## src/rtl/uparc_mem_arbiter_pkg.sv

```systemverilog
// Shared types and defaults for the two-port memory arbiter.
// The response watchdog is built only when UPARC_ARB_TIMEOUT_EN is defined.
package uparc_mem_arbiter_pkg;

  localparam int unsigned UparcAddrWidth = 32;
  localparam int unsigned UparcDataWidth = 32;
  localparam int unsigned UparcBenWidth  = UparcDataWidth / 8;
  localparam int unsigned UparcArbTimeout = 255;

  typedef enum logic [1:0] {
    StIdle,
    StBusyI,
    StBusyD
  } arb_state_e;

  // D wins unless I is also requesting and D had the previous grant.
  function automatic logic arb_pick_d(input logic req_i, input logic req_d, input logic last_d);
    return req_d & (~req_i | ~last_d);
  endfunction

endpackage

```

## src/rtl/uparc_mem_arbiter_req_slot.sv

```systemverilog
// One request slot: captures a command pulse and its fields, holds a pending flag
// until the response clears it. Pulses while pending are dropped.
module uparc_mem_arbiter_req_slot
  import uparc_mem_arbiter_pkg::*;
#(
  parameter int unsigned ADDR_WIDTH = UparcAddrWidth,
  parameter int unsigned DATA_WIDTH = UparcDataWidth,
  parameter int unsigned BEN_WIDTH  = UparcBenWidth
) (
  input  logic                  clk,
  input  logic                  nrst,
  input  logic                  cmd_i,
  input  logic                  clr_i,
  input  logic [ADDR_WIDTH-1:0] addr_i,
  input  logic                  rnw_i,
  input  logic [BEN_WIDTH-1:0]  ben_i,
  input  logic [DATA_WIDTH-1:0] data_i,
  output logic                  req_o,
  output logic [ADDR_WIDTH-1:0] addr_o,
  output logic                  rnw_o,
  output logic [BEN_WIDTH-1:0]  ben_o,
  output logic [DATA_WIDTH-1:0] data_o
);

  logic                  pend_q, pend_d;
  logic [ADDR_WIDTH-1:0] addr_q, addr_d;
  logic                  rnw_q, rnw_d;
  logic [BEN_WIDTH-1:0]  ben_q, ben_d;
  logic [DATA_WIDTH-1:0] data_q, data_d;
  logic                  accept;

  // The owner may re-request in the same cycle its response clears the slot.
  assign accept = cmd_i & (~pend_q | clr_i);

  always_comb begin
    pend_d = accept | (pend_q & ~clr_i);
    addr_d = addr_q;
    rnw_d  = rnw_q;
    ben_d  = ben_q;
    data_d = data_q;
    if (accept) begin
      addr_d = addr_i;
      rnw_d  = rnw_i;
      ben_d  = ben_i;
      data_d = data_i;
    end
  end

  always_ff @(posedge clk or negedge nrst) begin
    if (!nrst) begin
      pend_q <= 1'b0;
      addr_q <= '0;
      rnw_q  <= 1'b0;
      ben_q  <= '0;
      data_q <= '0;
    end else begin
      pend_q <= pend_d;
      addr_q <= addr_d;
      rnw_q  <= rnw_d;
      ben_q  <= ben_d;
      data_q <= data_d;
    end
  end

  // Next-state view so a same-cycle pulse can be granted immediately.
  assign req_o  = pend_d;
  assign addr_o = addr_d;
  assign rnw_o  = rnw_d;
  assign ben_o  = ben_d;
  assign data_o = data_d;

endmodule

```

## src/rtl/uparc_mem_arbiter.sv

```systemverilog
// Two-to-one I/D port arbiter onto a single memory port, D-priority with alternation.
// Optional response watchdog: define UPARC_ARB_TIMEOUT_EN.
module uparc_mem_arbiter
  import uparc_mem_arbiter_pkg::*;
#(
  parameter int unsigned ADDR_WIDTH = UparcAddrWidth,
  parameter int unsigned DATA_WIDTH = UparcDataWidth,
  parameter int unsigned BEN_WIDTH  = UparcBenWidth,
  parameter int unsigned TIMEOUT    = UparcArbTimeout
) (
  input  logic                  clk,
  input  logic                  nrst,
  input  logic [ADDR_WIDTH-1:0] i_IAddr,
  input  logic                  i_IRdC,
  output logic [DATA_WIDTH-1:0] o_IData,
  output logic                  o_IRdy,
  output logic                  o_IErr,
  input  logic [ADDR_WIDTH-1:0] i_DAddr,
  input  logic                  i_DCmd,
  input  logic                  i_DRnW,
  input  logic [BEN_WIDTH-1:0]  i_DBen,
  input  logic [DATA_WIDTH-1:0] i_DData,
  output logic [DATA_WIDTH-1:0] o_DData,
  output logic                  o_DRdy,
  output logic                  o_DErr,
  output logic [ADDR_WIDTH-1:0] o_MAddr,
  output logic                  o_MCmd,
  output logic                  o_MRnW,
  output logic [BEN_WIDTH-1:0]  o_MBen,
  output logic [DATA_WIDTH-1:0] o_MData,
  input  logic [DATA_WIDTH-1:0] i_MData,
  input  logic                  i_MRdy,
  input  logic                  i_MErr
);

  arb_state_e state_q, state_d;
  logic       last_d_q, last_d_d;
  logic                  mcmd_q, mcmd_d;
  logic [ADDR_WIDTH-1:0] maddr_q, maddr_d;
  logic                  mrnw_q, mrnw_d;
  logic [BEN_WIDTH-1:0]  mben_q, mben_d;
  logic [DATA_WIDTH-1:0] mdata_q, mdata_d;

  logic                  req_i, req_d;
  logic [ADDR_WIDTH-1:0] s_i_addr, s_d_addr;
  logic                  s_i_rnw, s_d_rnw;
  logic [BEN_WIDTH-1:0]  s_i_ben, s_d_ben;
  logic [DATA_WIDTH-1:0] s_i_data, s_d_data;

  logic busy_i, busy_d, mem_resp, tmo, resp, done_i, done_d, grant, win_d;

  assign busy_i   = (state_q == StBusyI);
  assign busy_d   = (state_q == StBusyD);
  assign mem_resp = i_MRdy | i_MErr;
  assign resp     = mem_resp | tmo;
  assign done_i   = busy_i & resp;
  assign done_d   = busy_d & resp;
  assign grant    = ((state_q == StIdle) | done_i | done_d) & (req_i | req_d);
  assign win_d    = arb_pick_d(req_i, req_d, last_d_q);

  uparc_mem_arbiter_req_slot #(
    .ADDR_WIDTH (ADDR_WIDTH),
    .DATA_WIDTH (DATA_WIDTH),
    .BEN_WIDTH  (BEN_WIDTH)
  ) u_slot_i (
    .clk    (clk),
    .nrst   (nrst),
    .cmd_i  (i_IRdC),
    .clr_i  (done_i),
    .addr_i (i_IAddr),
    .rnw_i  (1'b1),
    .ben_i  ({BEN_WIDTH{1'b1}}),
    .data_i ({DATA_WIDTH{1'b0}}),
    .req_o  (req_i),
    .addr_o (s_i_addr),
    .rnw_o  (s_i_rnw),
    .ben_o  (s_i_ben),
    .data_o (s_i_data)
  );

  uparc_mem_arbiter_req_slot #(
    .ADDR_WIDTH (ADDR_WIDTH),
    .DATA_WIDTH (DATA_WIDTH),
    .BEN_WIDTH  (BEN_WIDTH)
  ) u_slot_d (
    .clk    (clk),
    .nrst   (nrst),
    .cmd_i  (i_DCmd),
    .clr_i  (done_d),
    .addr_i (i_DAddr),
    .rnw_i  (i_DRnW),
    .ben_i  (i_DBen),
    .data_i (i_DData),
    .req_o  (req_d),
    .addr_o (s_d_addr),
    .rnw_o  (s_d_rnw),
    .ben_o  (s_d_ben),
    .data_o (s_d_data)
  );

`ifdef UPARC_ARB_TIMEOUT_EN
  localparam int unsigned CntW = ($clog2(TIMEOUT + 1) > 8) ? $clog2(TIMEOUT + 1) : 8;
  logic [CntW-1:0] cnt_q, cnt_d;

  always_comb begin
    cnt_d = cnt_q;
    if (grant) begin
      cnt_d = '0;
    end else if (busy_i | busy_d) begin
      cnt_d = cnt_q + CntW'(1);
    end
  end

  always_ff @(posedge clk or negedge nrst) begin
    if (!nrst) begin
      cnt_q <= '0;
    end else begin
      cnt_q <= cnt_d;
    end
  end

  assign tmo = (busy_i | busy_d) & (cnt_q == CntW'(TIMEOUT)) & ~mem_resp;
`else
  // Without the watchdog TIMEOUT has no effect.
  assign tmo = 1'b0 & (TIMEOUT == 0);
`endif

  always_comb begin
    state_d  = state_q;
    last_d_d = last_d_q;
    mcmd_d   = 1'b0;
    maddr_d  = maddr_q;
    mrnw_d   = mrnw_q;
    mben_d   = mben_q;
    mdata_d  = mdata_q;
    if (done_i | done_d) begin
      state_d = StIdle;
    end
    if (grant) begin
      state_d  = win_d ? StBusyD : StBusyI;
      last_d_d = win_d;
      mcmd_d   = 1'b1;
      maddr_d  = win_d ? s_d_addr : s_i_addr;
      mrnw_d   = win_d ? s_d_rnw : s_i_rnw;
      mben_d   = win_d ? s_d_ben : s_i_ben;
      mdata_d  = win_d ? s_d_data : s_i_data;
    end
  end

  always_ff @(posedge clk or negedge nrst) begin
    if (!nrst) begin
      state_q  <= StIdle;
      last_d_q <= 1'b0;
      mcmd_q   <= 1'b0;
      maddr_q  <= '0;
      mrnw_q   <= 1'b0;
      mben_q   <= '0;
      mdata_q  <= '0;
    end else begin
      state_q  <= state_d;
      last_d_q <= last_d_d;
      mcmd_q   <= mcmd_d;
      maddr_q  <= maddr_d;
      mrnw_q   <= mrnw_d;
      mben_q   <= mben_d;
      mdata_q  <= mdata_d;
    end
  end

  assign o_MCmd  = mcmd_q;
  assign o_MAddr = maddr_q;
  assign o_MRnW  = mrnw_q;
  assign o_MBen  = mben_q;
  assign o_MData = mdata_q;

  // Both rdy and err together reports as an error only.
  assign o_IRdy  = busy_i & i_MRdy & ~i_MErr;
  assign o_IErr  = busy_i & (i_MErr | tmo);
  assign o_IData = (busy_i & mem_resp) ? i_MData : '0;
  assign o_DRdy  = busy_d & i_MRdy & ~i_MErr;
  assign o_DErr  = busy_d & (i_MErr | tmo);
  assign o_DData = (busy_d & mem_resp) ? i_MData : '0;

endmodule

```

## config.mk

```make
export PLATFORM = sky130hd
export DESIGN_NAME = uparc_mem_arbiter
export DESIGN_NICKNAME = d
export VERILOG_FILES = /design/src/rtl/uparc_mem_arbiter_pkg.sv /design/src/rtl/uparc_mem_arbiter_req_slot.sv /design/src/rtl/uparc_mem_arbiter.sv
export SDC_FILE = /design/constraint.sdc
export NUM_CORES = 1
export LEC_CHECK = 0
export ABC_AREA = 1
export CORE_UTILIZATION = 40
export CTS_CLUSTER_SIZE = 28
export DETAILED_ROUTE_END_ITERATION = 8
export PLACE_DENSITY = 0.69
export SYNTH_ARGS = -nofsm -noshare
export SYNTH_HDL_FRONTEND = slang
export SYNTH_HIERARCHICAL = 1
export SYNTH_SLANG_ARGS = --single-unit
```

## constraint.sdc

```tcl
create_clock -name clk -period 2.8 [get_ports clk]
set_input_delay 0.84 -clock clk [delete_from_list [all_inputs] [get_ports clk]]
set_output_delay 0.84 -clock clk [all_outputs]
set_load 0.02 [all_outputs]
```

Word-level counts from Yosys, hierarchy flattened
Cells that the tools add are included. Widths: inputs -> output; s select.

Mux-type cells: 18. Bitwise gates (word level): 31. Reductions and logical operators: 2. Equal/unequal tests: 2.

Operators by type and width (number): $mux 32 (8); $and 1x1->1 (14); $mux 4 (3); $or 1x1->1 (10); $not 1->1 (7); $mux 2 (3); $mux 1 (4); $eq 2x1->1 const B (1); $eq 2x2->1 const B (1); $logic_not 2->1 (1); $reduce_bool 2->1 (1).

Register bits: 213. Bits of input ports: 139. Logic and storage cells: 70.

Depth between registers and ports, before layout
Depth in word-level cells: 10. Mapped depth: 16. Gate-level depth less buffers: 14.

By module
Netlist, hierarchy kept.

Modules (own cells, without submodules): uparc_mem_arbiter_req_slot (cells each 304, instances 2, area each 2760.1 µm², seq. area each 1751.7 µm²); uparc_mem_arbiter (cells each 661, instances 1, area each 4219.0 µm², seq. area each 1826.8 µm²).

Least setup slack after synthesis
OpenSTA, ideal clock, no wires.

Path type: input to register. Start point: in i_MRdy. End point: reg maddr_q[0], in the netlist o_MAddr[0]. Setup slack: 218 ps. Cell stages on the path: 13. Setup time: 117 ps. Required time: 2683 ps. Path buffers: 3. Arrival time: 2465 ps. Cell sequence: inv_1 > nand2_1 > nand2_2 > inv_1 > inv_1 > nand2_2 > clkbuf_1 > nand2_1 > or2_2 > buf_2 > clkbuf_1 > nand3_1 > nand2_1.

Elaborated cells on any way between the ends: 23. Those cells by class: 3 x mux; 20 x bitwise.

RTL lines: start: declaration (line uparc_mem_arbiter.sv:32) `input logic i_MRdy,`; $or 1x1->1 (*) (line uparc_mem_arbiter.sv:54) `assign mem_resp = i_MRdy | i_MErr;`; $and 1x1->1 (*) (line uparc_mem_arbiter.sv:57) `assign done_d = busy_d & resp;`; named net done_d (line uparc_mem_arbiter.sv:50) `logic busy_i, busy_d, mem_resp, tmo, resp, done_i, done_d, grant, win_d;`; $or 1x1->1 / $not 1->1 (equally long branches) (line uparc_mem_arbiter_req_slot.sv:33, uparc_mem_arbiter_req_slot.sv:36); $and 1x1->1, on equally long branches (line uparc_mem_arbiter_req_slot.sv:33, uparc_mem_arbiter_req_slot.sv:36); $or 1x1->1 (*) (line uparc_mem_arbiter_req_slot.sv:36) `pend_d = accept | (pend_q & ~clr_i);`; named net req_d (line uparc_mem_arbiter.sv:44) `logic req_i, req_d;`; $and 1x1->1 / $or 1x1->1 (equally long branches) (line uparc_mem_arbiter_pkg.sv:18, uparc_mem_arbiter.sv:58); $mux 32 / $and 1x1->1 (equally long branches) (line uparc_mem_arbiter.sv:143, uparc_mem_arbiter.sv:58); end signal: assignment (line uparc_mem_arbiter.sv:163) `maddr_q <= maddr_d;`; end: declaration (line uparc_mem_arbiter.sv:39) `logic [ADDR_WIDTH-1:0] maddr_q, maddr_d;`.

Mark *: on every way through the listed nets, which the timed path passes. The rest lies on a longest branch. A chain may end at the register's enable or synchronous reset.

Worst setup path after layout
Start point: in i_MErr. End point: out o_IData[1].

Word-level cells in the longest chain between the ends: 3.

Ends and longest elaborated chain: start: declaration (line uparc_mem_arbiter.sv:33) `input logic i_MErr`; $or 1x1->1 (line uparc_mem_arbiter.sv:54); $and 1x1->1 (line uparc_mem_arbiter.sv:179) `assign o_IData = (busy_i & mem_resp) ? i_MData : '0;`; $mux 32 (line uparc_mem_arbiter.sv:179); end: declaration (line uparc_mem_arbiter.sv:15) `output logic [DATA_WIDTH-1:0] o_IData,`.

No other way between the ends.

==> qor.csv <==
metric;value;unit
status;finished clean;
Worst-Margin Slew;0.549;ns
largest net degree at the start of global routing;69;
most frequent cells in the layout;nand2_1 (633), dfrtp_1 (213), nand3_1 (209), clkdlybuf4s50_1 (203), buf_4 (69);
Root Driver;clkbuf_16;
Crit path arrival time;1.86;ns
dpl cells;1881;
Synth area leaders;dfrtp_1 (55%), nand2_1 (24%), nand3_1 (11%);
endpoints failing hold;0;
Syn Inst Count;1269;
reg2reg end;last_d_q;
reg-to-reg startpoint;state_q[0];
max-cap viol count;0;
total CTS buffers;23;
Post-DRT Antenna Nets;0;
Initial Utilization;41.1;%
most common cell after layout, fill and taps aside;nand2_1;
residual DRC count;0;
pwr dens;1200;nW/um^2
reg2reg setup slack;0.53;ns
syn avg cell area;7.67;um^2
Crit Path Class;input pin to primary output;
drt via density;4.80;
clk_lat worst skew;0.50;ns
Die Width;158;um
Layout Cells excl Fill;1922;
IO buf count;276;
number of I/O pins;277;
maximum VDD drop;589;uV
skew final;0.0151;ns
CTS Hold Bufs;0;
Row Count;56;
Hold WC Path Type;input pin to async pin;
final core occ;58.6;%
vias in the first global route;9028;
initial antenna violation count;0;
core area;23700;um^2
Slew Viols, Final;0;
Seq/Total Area, Yosys;54.7;%
first-pass GRT wire length;46.7;mm
Diodes inserted;0;
initial drt markers;550;
DR WL/cell;15.2;um
CP endpoint;o_IData[1];
Leak Pwr;0.00757;uW
die height;158;um
clock sinks;213;
final setup vio count;0;
total wire length;29.3;mm
fin nets;1729;
GRT Total Usage;23.6;%
crit path launch;i_MErr;
clk slew on worst S/H paths;0.06;ns
endpoint type of the worst setup path;primary output;
Area Growth Syn to Fin;42.4;%
Yosys cell types;16;
crit path launch type;input pin;
via count;9234;
CTS tree;built;
Reg2Reg Depth;12;
share of cells above drive strength 1;12.0;%
CTS max path bufs;3;
dpl hpwl;20.0;mm
top cell type's share of synthesized area;54.7;%
synthesized flop and latch total;213;
RSZ-0062 raised after global routing;false;
hold_ws;0.310;ns
Synth warnings;6;
die area;25000;um^2
TNS Setup;0;ns
fmax;0.370;GHz
mapped cell area;9740;um^2
DRT Pass-1 Iters;6;
total gr overflow;0;
cell taking the most area after synthesis;dfrtp_1;
Slew headroom;63.4;%
GPL Wtd Cong;0.801;
CP Data Required Time;1.96;ns
critical path peak fanout;10;
H-tree levels;1;
final critical-path required period;2.70;ns
final period utilization;96.6;%
-- registers in the layout, indices dropped and copies added, names as in the netlist --
signal	cells
u_slot_i/pend_q	1
u_slot_d/ben_q	4
o_MRnW	1
u_slot_i/addr_q	32
u_slot_d/data_q	32
state_q	2
last_d_q	1
o_MCmd	1
u_slot_d/rnw_q	1
o_MData	32
u_slot_i/rnw_q	1
u_slot_i/ben_q	4
o_MAddr	32
u_slot_d/pend_q	1
o_MBen	4
u_slot_d/addr_q	32
u_slot_i/data_q	32
-- report_power, final --
group          leakage (uW)  switching [uW]  internal, uW
logic               0.00454            5210          3410
clock network      0.000363            1190          1790
registers           0.00267             499          4520
-- stage by stage --
step / power [uW] / area, um^2 / setup WS [ns]
after floorplan: 10200 / 9870 / 0.218
after CTS: 16700 / 13900 / 0.135
after global placement: 13500 / 13300 / -0.619
after detailed placement: 13700 / 13300 / -0.602
after global routing: 17900 / 13900 / 0.0338
final: 16600 / 13900 / 0.0957
-- synth_stat cells, drive strengths merged --
cell	number
nand2	642
dfrtp	213
nand3	210
nor2	69
buf	68
inv	44
clkbuf	18
conb	2
nor3	2
or2	1
-- worst min path at each step --
stage | cells after the start | to
global route | 1 | o_MAddr[29]
global placement | 2 | u_slot_i/addr_q[3]
finish | 1 | o_MAddr[29]
detailed placement | 2 | u_slot_i/data_q[0]
floorplan | 2 | u_slot_d/addr_q[0]
CTS | 1 | u_slot_d/addr_q[23]
-- layer usage --
layer	vias to the layer above	part of all wire [%]	track usage, %
met1	4362	44	31.4
met4	0	2.2	5.36
met3	55	4.8	3.37
met2	261	49	40.7
met5	-	0	0
li1	4556	-	-
-- cell families after synthesis --
family / share of synthesized area, %
buf+inv: 6.55
flops: 54.7
other cells: 0.0771
simple gates: 38.6
-- critical path: stages --
cell           delay [ns]
dlygate4sd2_1        0.24
inv_2                0.05
nand2_2              0.09
nand2_4              0.08
buf_12               0.15
buf_16               0.13
nor2_1               0.12
buf_4                0.16
-- final cells by class --
type,count,area (um^2)
tap,319,399
timing repair buffer,347,3300
sequential,213,5330
clock buffer,32,649
inverter,44,165
clock inverter,6,83.8
fill,2189,9810
multi-input combinational,961,3940
-- repair_timing --
action,in CTS,in global routing
endpoints found under the setup margin,68,0
gates resized for setup,301,0
buffers inserted,1,0
Note: power is estimated with default switching activity, not from simulation.
